`config.mk`:
```
export PLATFORM = sky130hd
export DESIGN_NAME = sha256_stream_padder
export DESIGN_NICKNAME = d
export VERILOG_FILES = /design/src/rtl/sha256_stream_padder.sv
export SDC_FILE = /design/constraint.sdc
export NUM_CORES = 1
export LEC_CHECK = 0
export ABC_CLOCK_PERIOD_IN_PS = 3200
export BUFFER_PORTS_ARGS = -buffer_cell sky130_fd_sc_hd__clkbuf_2
export CORE_ASPECT_RATIO = 1.75
export CORE_MARGIN = 5
export CORE_UTILIZATION = 50
export DETAILED_ROUTE_END_ITERATION = 16
export PLACE_DENSITY = 0.77
export RECOVER_POWER = 50
export SLEW_MARGIN = 10
export SYNTH_ARGS = -nofsm -noshare
export SYNTH_HDL_FRONTEND = slang
export SYNTH_SLANG_ARGS = --single-unit
```
`constraint.sdc`:
```
create_clock -name clk -period 3.2 [get_ports clk]
set_input_delay 0.48 -clock clk [delete_from_list [all_inputs] [get_ports clk]]
set_output_delay 0.48 -clock clk [all_outputs]
set_load 0.05 [all_outputs]
```
`src/rtl/sha256_stream_padder.sv`:
```
// SHA-256 message padder: packs big-endian input beats into 512-bit blocks, appends 0x80 and the 64-bit bit length.
// Latency: a block is presented the cycle after its completing beat is accepted; input stalls while any block is presented.
module sha256_stream_padder #(
    parameter int IN_BYTES = 4,
    parameter int LEN_W    = 64
) (
    input  logic                    clk,
    input  logic                    reset,
    input  logic [8*IN_BYTES-1:0]   in_data,
    input  logic                    in_valid,
    output logic                    in_ready,
    input  logic                    in_last,
    input  logic [3:0]              in_nbytes,
    output logic [511:0]            blk_data,
    output logic                    blk_valid,
    input  logic                    blk_ready,
    output logic                    blk_last
);

    localparam int BEATS = 64 / IN_BYTES;
    localparam int IDX_W = $clog2(BEATS);

    localparam logic [1:0] S_FILL      = 2'd0;
    localparam logic [1:0] S_EMIT      = 2'd1;
    localparam logic [1:0] S_EMIT_LAST = 2'd2;
    localparam logic [1:0] S_EXTRA     = 2'd3;

    logic [1:0]               state_q, state_d;
    logic [IDX_W-1:0]         beat_idx_q, beat_idx_d;
    logic [LEN_W-1:0]         len_q, len_d;
    logic [63:0][7:0]         buf_q, buf_d;
    logic                     extra_pend_q, extra_pend_d;
    logic                     extra_80_q, extra_80_d;

    logic [IN_BYTES-1:0][7:0] in_bytes;
    logic [3:0]               n_eff;
    logic [3:0]               n_wr;
    logic [6:0]               base;
    logic [6:0]               pos;
    logic [5:0]               k;

    always_comb begin
        state_d      = state_q;
        beat_idx_d   = beat_idx_q;
        len_d        = len_q;
        buf_d        = buf_q;
        extra_pend_d = extra_pend_q;
        extra_80_d   = extra_80_q;

        in_bytes = in_data;
        n_eff    = (in_nbytes > 4'(IN_BYTES)) ? 4'(IN_BYTES) : in_nbytes;
        n_wr     = in_last ? n_eff : 4'(IN_BYTES);
        base     = 7'(beat_idx_q) * 7'(IN_BYTES);
        // pos is the byte offset where the 0x80 terminator lands; 64 means it spills into an extra block
        pos      = base + 7'(n_wr);
        k        = '0;

        case (state_q)
            S_FILL: begin
                if (in_valid) begin
                    for (int b = 0; b < IN_BYTES; b++) begin
                        if (4'(b) < n_wr) begin
                            k = base[5:0] + 6'(b);
                            buf_d[6'd63 - k] = in_bytes[IN_BYTES-1-b];
                        end
                    end
                    len_d = len_q + LEN_W'({n_wr, 3'b000});
                    if (!in_last) begin
                        if (beat_idx_q == IDX_W'(BEATS-1)) begin
                            state_d      = S_EMIT;
                            beat_idx_d   = '0;
                            extra_pend_d = 1'b0;
                        end else begin
                            beat_idx_d = beat_idx_q + IDX_W'(1);
                        end
                    end else begin
                        beat_idx_d = '0;
                        if (pos < 7'd64) begin
                            buf_d[6'd63 - pos[5:0]] = 8'h80;
                        end
                        if (pos <= 7'd55) begin
                            buf_d[7:0] = 64'(len_d);
                            state_d    = S_EMIT_LAST;
                        end else begin
                            state_d      = S_EMIT;
                            extra_pend_d = 1'b1;
                            extra_80_d   = (pos == 7'd64);
                        end
                    end
                end
            end
            S_EMIT: begin
                if (blk_ready) begin
                    buf_d      = '0;
                    beat_idx_d = '0;
                    if (extra_pend_q) begin
                        // Trailer block: optional spilled terminator plus the length field
                        buf_d[63]    = extra_80_q ? 8'h80 : 8'h00;
                        buf_d[7:0]   = 64'(len_q);
                        extra_pend_d = 1'b0;
                        extra_80_d   = 1'b0;
                        state_d      = S_EXTRA;
                    end else begin
                        state_d = S_FILL;
                    end
                end
            end
            default: begin
                if (blk_ready) begin
                    buf_d      = '0;
                    beat_idx_d = '0;
                    len_d      = '0;
                    state_d    = S_FILL;
                end
            end
        endcase
    end

    always_ff @(posedge clk) begin
        if (reset) begin
            state_q      <= S_FILL;
            beat_idx_q   <= '0;
            len_q        <= '0;
            buf_q        <= '0;
            extra_pend_q <= 1'b0;
            extra_80_q   <= 1'b0;
        end else begin
            state_q      <= state_d;
            beat_idx_q   <= beat_idx_d;
            len_q        <= len_d;
            buf_q        <= buf_d;
            extra_pend_q <= extra_pend_d;
            extra_80_q   <= extra_80_d;
        end
    end

    assign in_ready  = (state_q == S_FILL);
    assign blk_valid = (state_q != S_FILL);
    assign blk_last  = (state_q == S_EMIT_LAST) || (state_q == S_EXTRA);
    assign blk_data  = buf_q;

endmodule

```
# ---- Word-level counts from Yosys, hierarchy flattened
# Index checks and enable logic that the tools add are counted.
dict set report totals {
  inputBits 41
  word_cells 195
  ff_bits 584
  out_inout_bits 515
}
dict set report op_classes {
  bitwise_logic 4
  order_cmp 17
  n_addsub 11
  n_mux 66
  n_reduce_logical 16
  n_eq_ne 12
}
# op count
set op_table {}
lappend op_table {{512-bit two-way mux} 17}
lappend op_table {{512-bit bitwise mux} 4}
lappend op_table {{512-bit one-hot mux with 2 select lines} 1}
lappend op_table {{448-bit AND} 1}
lappend op_table {{448-bit NOT} 1}
lappend op_table {{64-bit two-way mux} 4}
lappend op_table {{8-bit demux with 6-bit select} 5}
lappend op_table {{64-bit one-hot mux with 2 select lines} 1}
lappend op_table {{64-bit by 7-bit adder with 64-bit output} 1}
lappend op_table {{64-bit bitwise OR} 1}
lappend op_table {{8-bit two-way mux} 7}
lappend op_table {{6-bit by 7-bit < comparator with 1-bit output, second input constant} 5}
lappend op_table {{6-bit by 1-bit >= comparator with 1-bit output, second input constant} 5}
lappend op_table {{6-bit subtractor, first input constant} 5}
lappend op_table {{4-bit two-way mux} 7}
lappend op_table {{2-bit two-way mux} 7}
lappend op_table {{6-bit by 2-bit adder with 6-bit output, second input constant} 2}
lappend op_table {{1-bit two-way mux} 10}
lappend op_table {{1-bit by 4-bit < comparator with 1-bit output, first input constant} 2}
lappend op_table {{2-bit by 4-bit < comparator with 1-bit output, first input constant} 2}
lappend op_table {{2-bit != test, second input constant} 4}
lappend op_table {{6-bit by 4-bit adder with 7-bit output} 1}
lappend op_table {{7-bit equality test, second input constant} 1}
lappend op_table {{7-bit by 6-bit <= comparator with 1-bit output, second input constant} 1}
lappend op_table {{other kinds (22)} 31}

# ---- Longest topological paths before layout
# Gate-level depths: netlist of run 1.
dict set report depth {
  word_depth 27
  depth_mapped 13
}

# ---- Worst setup path before layout of run 1
# No wires, ideal clock.
dict set report synth_timing {
  path_type {in2reg}
  startpoint {input port in_nbytes[3]}
  endpoint {register buf_q (netlist bit blk_data[29])}
  cell_stages 12
  slack_ns -0.053
  setup_ns 0.122
  required_ns 3.078
  arrival_time_ns 3.132
  path_cell_list {nor3b_1 buf_2 inv_1 ha_1 ha_1 o21ai_0 o21ai_0 a21oi_1 clkbuf_1 buf_1 nand2_1 a221o_1}
}
dict set report synth_via {
  elab_chain_cells 25
  elab_cells_between_ends 39
}
# element line
set synth_rtl {}
lappend synth_rtl {{from (decl)} 13} ;# input logic [3:0] in_nbytes,
lappend synth_rtl {{4-bit by 3-bit > comparator with 1-bit output} 51} ;# n_eff = (in_nbytes > 4'(IN_BYTES)) ? 4'(IN_BYTES) : in_nbytes;
lappend synth_rtl {{4-bit two-way mux (*)} 51}
lappend synth_rtl {{4-bit two-way mux (*)} 52} ;# n_wr = in_last ? n_eff : 4'(IN_BYTES);
lappend synth_rtl {{branches (longest 19 deep; another with 6-bit by 4-bit adder with 7-bit output)} --}
lappend synth_rtl {{512-bit two-way mux (*)} 68} ;# if (!in_last) begin
lappend synth_rtl {{512-bit two-way mux (*)} 60} ;# if (in_valid) begin
lappend synth_rtl {{512-bit one-hot mux with 2 select lines (*)} 58} ;# case (state_q)
lappend synth_rtl {{to (signal assigned)} 131} ;# buf_q <= buf_d;
lappend synth_rtl {{to (decl)} 31} ;# logic [63:0][7:0] buf_q, buf_d;
# Mark *: on every way between the ends. The select of a mux whose other input is x is not followed.
# A chain may end at the register's enable or synchronous reset.

# ---- Final worst setup path of run 1
dict set report layout_timing {
  startpoint {input port in_last}
  endpoint {register buf_q (netlist bit blk_data[120])}
}
dict set report layout_via {
  elab_chain_cells 22
  elab_cells_between_ends 34
}
# element line
set layout_rtl {}
lappend layout_rtl {{from (decl)} 12} ;# input logic in_last,
lappend layout_rtl {{branches (longest 19 deep; another with 6-bit by 4-bit adder with 7-bit output)} --}
lappend layout_rtl {{512-bit two-way mux (*)} 68}
lappend layout_rtl {{512-bit two-way mux (*)} 60}
lappend layout_rtl {{512-bit one-hot mux with 2 select lines (*)} 58}
# Marks and branches as above.

==> metrics.md, run 1 <==
| Metric | Value |
|---|---|
| Final setup skew | 0.0217 ns |
| Hpwl dp | 86,100 um |
| Final core utilization | 61.6% |
| Max-capacitance violation count | 1 |
| Worst Setup Start Kind | primary input |
| Stage delay of the slowest cell on the critical path | 0.66 ns |
| Post-route antenna net violation count | 0 |
| CTS tree | done |
| TritonCTS Buffers | 52 |
| Number of cells produced by synthesis | 3,427 |
| Setup repair after global routing missed its margin | no |
| Detailed-route DRC error count | 0 |
| Final critical path time including I/O delays and setup | 3.06 ns |
| Critical path fanouts, max | 25 |
| Starting utilization of the core area | 50.5% |
| Number of nets in the layout | 4,075 |
| Total of buffers placed on input and output ports | 555 |
| Fin. Hold Viols | 0 |
| Die W | 185 um |
| Die outline height | 317 um |
| Total Routed Length | 117,000 um |
| Accumulated negative setup slack | 0 ns |
| Setup crit end | blk_data[120]$_SDFFE_PP0P_ |
| Place WS | -0.370 ns |
| First DRT Iteration DRCs | 3,278 |
| Worst hold path type | primary input to flip-flop |
| Cell repeated most along the worst path | sky130_fd_sc_hd__clkbuf_1 |
| Standard-cell row count | 112 |
| Die outline area | 0.0587 mm^2 |
| Final worst slack | 0.138 ns |
| # fillers | 5,064 |
| Maximum number of pins on one net before global-route repair | 115 |
| Fraction of registers with async set/reset | 0% |
| Core region area | 0.0533 mm^2 |
| Critical-path top delay cell | sky130_fd_sc_hd__or4b_1 |
| EDFF count, synth | 0 |
| Cts-stage hold buffer count | 0 |
| Max rail drop VDD | 0.000473 V |
| Sequential fraction of the synthesis area | 43.3% |
| Worst R2R End | blk_data[39]$_SDFFE_PP0P_ |
| Count of antenna diodes in the layout | 0 |
| Clock-pin transition on the worst setup and hold timing paths | 0.07 ns |
| Critical-path cell list | clkbuf_1, clkbuf_2, or4b_1, buf_4, o21ai_1, clkbuf_1, nor2_2, mux2i_1, nor2_1 |
| Post-layout instance count excluding filler cells | 4,750 |
| First-pass GRT wire length | 170,000 um |
| Violations in the final reports | max-capacitance violations, max-slew violations |
| Top cell type's share of synthesized area | 43.3% |
| Clock latency on the worst-skew pair | 0.61 ns |
| Synth Area per Inst | 7.84 um^2 |
| Global route total overflow | 0 |
| Share of final-layout standard cells stronger than drive strength 1 | 11.2% |
| Count of warnings emitted by yosys | 0 |
| Leading cell types in the layout, fill and taps excluded | sky130_fd_sc_hd__nand2_1 (660), sky130_fd_sc_hd__dfxtp_1 (581), sky130_fd_sc_hd__clkbuf_1 (534) |
| Total instance count after detailed placement | 4,655 |
| Synthesized net count | 3,477 |
| Top-level I/O count | 556 |
| Routed wire length per instance | 24.7 um |
| Flip-flop and latch count after synthesis | 581 |
| Via count | 29,600 |
| Worst hold slack after final layout | 0.296 ns |
| Placer congestion estimate | 1.00 |
| Result of the run | complete, but fails checks |
| Share of the clock period used by the worst path | 95.7% |
| Area of the mapped netlist | 0.0269 mm^2 |
| Total clock sinks | 581 |
| CTS root buf | sky130_fd_sc_hd__clkbuf_16 |
| Critical Path Sink Type | flip-flop |
| Critical path startpoint | in_last |
| Distinct cell type count of the synthesized netlist | 86 |
| Number of buffers on the longest clock path | 3 |
| Main synth FF type | sky130_fd_sc_hd__dfxtp_1 |
| Synthesis-to-finish area growth | 22.0% |
| Library cell occupying the most area in the post-synthesis netlist | sky130_fd_sc_hd__dfxtp_1 |
| PwrDens | 515 mW/mm^2 |
| Cells on worst reg2reg path | 7 |
| Final-report setup violation count | 0 |
| Via density | 6.24 |
| Max-slew headroom at the worst pin | -9.94% |
| Critical path class | primary input to flip-flop |
| Critical path required time | 3.68 ns |
| Static Leak | 11.5 nW |
| Pin slew with the least headroom to its limit | 1.65 ns |
| Top cells by area in the synthesized netlist | sky130_fd_sc_hd__dfxtp_1 (43%), sky130_fd_sc_hd__nand2_1 (9.3%), sky130_fd_sc_hd__a21oi_1 (8.5%) |
| Most frequent standard cell in the layout excluding fill and tap cells | sky130_fd_sc_hd__nand2_1 |
| Vias in the first global route | 27,900 |
| Timing-limited maximum frequency | 327 MHz |
| Fin. max-slew vios | 69 |
| Number of levels in the clock H-tree | 2 |
| Worst Path Arrival | 3.54 ns |
| Cell depth of the worst hold path | 2 |
| Beginning of the worst register-to-register path | beat_idx_q[3]$_SDFFE_PP0P_ |
| Antenna violations before repair | 1 |
| Detailed Routing Iterations Pass 1 | 8 |
| Gr usage total | 37.4% |
| Slack of the worst reg-to-reg path | 0.16 ns |
registers in the layout (all words and copies together) (netlist names):
name	cells
blk_data	512
len_q	61
beat_idx_q	4
state_q	2
extra_80_q	1
extra_pend_q	1
stage by stage:
stage	instance area [um^2]	total power, mW
finish	32800	16.9
floorplan	26900	9.17
global placement	31600	10.2
global route	32800	17.3
detailed placement	31700	10.2
CTS	33500	16.9
timing repair:
| item | CTS | global route |
|---|---|---|
| buffers inserted | 0 | 0 |
| gates resized for setup | 0 | 2 |
| setup endpoints to repair | 0 | 8 |
worst max-delay path, delay by kind of cell:
| family | cells | cell delay (ns) |
|---|---|---|
| AO/OA/AOI/OAI | 1 | 0.23 |
| buffers and inverters | 4 | 1.50 |
| multiplexers | 1 | 0.24 |
| AND/OR/NAND/NOR | 3 | 1.07 |
layer usage:
metal	global-route usage, %	part of all wire [%]	wire (um)	vias to the layer above
li1	-	-	-	13300
met1	42.0	34	40100	14000
met2	63.2	47	55500	1853
met3	6.24	9.0	10500	515
met4	27.8	9.4	11000	2
met5	0	0.011	13	-
kinds of logic (layout without fill, tap and decap cells):
family,Yosys count,after routing,share of synthesized area (%)
AO/OA/AOI/OAI,1006,1006,22.7
XOR/XNOR,44,44,1.43
adder cells (fa/ha/maj),10,10,0.456
buffers and inverters,286,925,4.21
flip-flops,581,581,43.3
multiplexers,139,139,5.19
AND/OR/NAND/NOR,1361,1361,22.7
area by class of cell:
type                            instances  area (um^2)  area share [%]
Clock inverter                         24          337            1.03
Timing Repair Buffer                  819         4250            13.0
Sequential cell                       581        11600            35.5
Clock buffer                           71         1490            4.53
Tap cell                              684          856            2.61
Multi-Input combinational cell       2560        14200            43.3
Inverter                               11         41.3           0.126
cells in the mapped netlist (26+ instances only):
cell / count
sky130_fd_sc_hd__a21o_1: 44
sky130_fd_sc_hd__a21oi_1: 454
sky130_fd_sc_hd__a22oi_1: 40
sky130_fd_sc_hd__a32oi_1: 32
sky130_fd_sc_hd__buf_2: 34
sky130_fd_sc_hd__clkbuf_1: 219
sky130_fd_sc_hd__dfxtp_1: 581
sky130_fd_sc_hd__mux2i_1: 136
sky130_fd_sc_hd__nand2_1: 663
sky130_fd_sc_hd__nand3_1: 190
sky130_fd_sc_hd__nor2_1: 278
sky130_fd_sc_hd__nor3_1: 58
sky130_fd_sc_hd__o21ai_0: 207
sky130_fd_sc_hd__o22ai_1: 31
sky130_fd_sc_hd__xor2_1: 26
power by group:
group | internal (mW) | switching (mW)
combinational | 0.630 | 2.06
clock | 3.84 | 2.94
sequential | 7.33 | 0.0816
total | 11.8 | 5.09
worst min path at each step:
stage | from | endpoint
floorplan | len_q[3]$_SDFFE_PP0P_ | len_q[3]$_SDFFE_PP0P_
global placement | blk_data[66]$_SDFFE_PP0P_ | blk_data[66]$_SDFFE_PP0P_
detailed placement | blk_data[222]$_SDFFE_PP0P_ | blk_data[222]$_SDFFE_PP0P_
CTS | reset | blk_data[375]$_SDFFE_PP0P_
global route | reset | blk_data[471]$_SDFFE_PP0P_
finish | reset | blk_data[247]$_SDFFE_PP0P_
Note: power is estimated with default switching activity, not from simulation.
==> inputs of run 2 (changes only) <==
- CORE_MARGIN: 5 -> 2
==> metrics.md, run 2 (synthesis gave the netlist of run 1 again) <==
| Metric | Value |
|---|---|
| Result of the run | completed |
| Critical path class | primary input to flip-flop |
| Critical path required time | 3.68 ns |
| Global route total overflow | 0 |
| Detailed-route DRC error count | 0 |
| Most frequent standard cell in the layout excluding fill and tap cells | sky130_fd_sc_hd__nand2_1 |
| Critical path startpoint | in_nbytes[2] |
| Worst hold path type | primary input to flip-flop |
| Share of the clock period used by the worst path | 96.9% |
| Count of instances resized after the clock tree is built | 0 |
| CTS root buf | sky130_fd_sc_hd__clkbuf_16 |
| Die outline height | 311 um |
| Met3 wirelength from detailed routing | 10,200 um |
| Via count | 29,600 |
| Top-level I/O count | 556 |
| Postcts setup bufs | 0 |
| Final-report setup violation count | 0 |
| Placer congestion estimate | 1.04 |
| Final critical path time including I/O delays and setup | 3.10 ns |
| Static Leak | 11.5 nW |
| Synthesis-to-finish area growth | 22.0% |
| TritonCTS Buffers | 52 |
| Post-layout instance count excluding filler cells | 4,760 |
| Met1 wire length | 39,500 um |
| Number of buffers on the longest clock path | 3 |
| Starting utilization of the core area | 50.5% |
| Vias in the first global route | 27,700 |
| Setup crit end | blk_data[5]$_SDFFE_PP0P_ |
| Clock-pin transition on the worst setup and hold timing paths | 0.07 ns |
| Final setup skew | 0.0214 ns |
| Number of nets in the layout | 4,087 |
| Number of levels in the clock H-tree | 2 |
| Worst R2R End | blk_data[477]$_SDFFE_PP0P_ |
| First DRT Iteration DRCs | 2,949 |
| Antenna violations before repair | 1 |
| Via density | 6.23 |
| Cts-stage hold buffer count | 0 |
| Standard-cell row count | 112 |
| Worst Setup Start Kind | primary input |
| Total instance count after detailed placement | 4,667 |
| Die outline area | 0.0557 mm^2 |
| Total clock sinks | 581 |
| Maximum number of pins on one net before global-route repair | 113 |
| Total Routed Length | 115,000 um |
| Beginning of the worst register-to-register path | beat_idx_q[1]$_SDFFE_PP0P_ |
| Max rail drop VDD | 0.000412 V |
| Detailed Routing Iterations Pass 1 | 8 |
| Post-route antenna net violation count | 0 |
| Leading cell types in the layout, fill and taps excluded | sky130_fd_sc_hd__nand2_1 (661), sky130_fd_sc_hd__dfxtp_1 (581), sky130_fd_sc_hd__clkbuf_1 (528) |
| Hpwl dp | 83,700 um |
| Clock latency on the worst-skew pair | 0.61 ns |
| WL met2 | 53,800 um |
| Fin. max-slew vios | 0 |
| Max-capacitance violation count | 0 |
| Gr usage total | 39.6% |
| Fin. Hold Viols | 0 |
| First-pass GRT wire length | 168,000 um |
| Die W | 179 um |
| Core region area | 0.0533 mm^2 |
| Final core utilization | 61.6% |
| PwrDens | 509 mW/mm^2 |
| Slack of the worst reg-to-reg path | 0.12 ns |
| Timing-limited maximum frequency | 322 MHz |
| Total of buffers placed on input and output ports | 555 |
| Pin slew with the least headroom to its limit | 1.26 ns |
| Max-slew headroom at the worst pin | 15.9% |
| Routed wire length per instance | 24.3 um |
| Critical path fanouts, max | 11 |
| Top routing layer used | met4 |
| Flip-flop count of the largest register, all copies and words added | 512 |
| Share of final-layout standard cells stronger than drive strength 1 | 11.5% |
| Critical Path Sink Type | flip-flop |
| Cells on worst reg2reg path | 10 |
| Worst Path Arrival | 3.58 ns |
| Accumulated negative setup slack | 0 ns |
| CTS tree | done |
| Setup repair after global routing missed its margin | no |
run 2: cell types whose count changed in the layout (fill, tap and decap cells not counted), moves of 2 or more:
cell                         before  now
sky130_fd_sc_hd__buf_4          236  256
sky130_fd_sc_hd__clkbuf_1       534  528
sky130_fd_sc_hd__clkinvlp_4       5    1
sky130_fd_sc_hd__buf_12          14   11
sky130_fd_sc_hd__bufinv_16        7    4
sky130_fd_sc_hd__clkbuf_8         7   10
sky130_fd_sc_hd__clkinv_2         7    9
sky130_fd_sc_hd__clkinv_4         2    0
run 2: power breakdown:
part	leakage (nW)	internal [mW]	switching (mW)
sequential	4.69	7.33	0.0797
clock	0.863	3.65	2.92
combinational	5.98	0.635	2.07
run 2: worst min-delay path by stage:
stage | startpoint | endpoint | cells after the start
after global placement | blk_data[137]$_SDFFE_PP0P_ | blk_data[137]$_SDFFE_PP0P_ | 2
after detailed placement | blk_data[417]$_SDFFE_PP0P_ | blk_data[417]$_SDFFE_PP0P_ | 2
after CTS | reset | blk_data[343]$_SDFFE_PP0P_ | 2
after global routing | reset | blk_data[215]$_SDFFE_PP0P_ | 2
after floorplan | len_q[3]$_SDFFE_PP0P_ | len_q[3]$_SDFFE_PP0P_ | 2
final | reset | blk_data[471]$_SDFFE_PP0P_ | 2
run 2: final cells by class:
cell class	instances	area [um^2]
inverters	11	41.3
repair buffers	831	4330
clock inverters	18	218
clock buffers	74	1530
fillers	5071	20500
flip-flops and latches	581	11600
well taps	684	856
multi-input cells	2560	14200
diodes	1	2.50
run 2: critical path, stage by stage:
cell	delay [ns]
sky130_fd_sc_hd__clkbuf_2	0.17
sky130_fd_sc_hd__nor3b_2	0.36
sky130_fd_sc_hd__inv_1	0.13
sky130_fd_sc_hd__ha_1	0.24
sky130_fd_sc_hd__ha_1	0.39
sky130_fd_sc_hd__nand2_1	0.07
sky130_fd_sc_hd__o21ai_0	0.43
sky130_fd_sc_hd__buf_4	0.20
sky130_fd_sc_hd__a211oi_2	0.07
sky130_fd_sc_hd__clkbuf_2	0.28
sky130_fd_sc_hd__buf_4	0.25
sky130_fd_sc_hd__a22oi_1	0.15
sky130_fd_sc_hd__nor2_1	0.07
sky130_fd_sc_hd__a221o_1	0.28
run 2: metal layers:
layer / GRT usage [%] / vias up
li1: - / 13300
met1: 42.8 / 13900
met5: 0 / -
met4: 34.9 / 0
met3: 8.00 / 604
met2: 64.5 / 1803
run 2: metrics by stage:
| stage | setup WS [ns] | hold WS (ns) | power [mW] | instance area, um^2 |
|---|---|---|---|---|
| finish | 0.0987 | 0.290 | 16.7 | 32800 |
| global route | 0.0220 | 0.289 | 17.1 | 32800 |
| CTS | 0.130 | 0.270 | 16.7 | 33500 |
| detailed placement | -0.372 | 0.446 | 10.2 | 31700 |
| global placement | -0.349 | 0.441 | 10.2 | 31700 |
| floorplan | 0.0265 | 0.450 | 9.17 | 26900 |
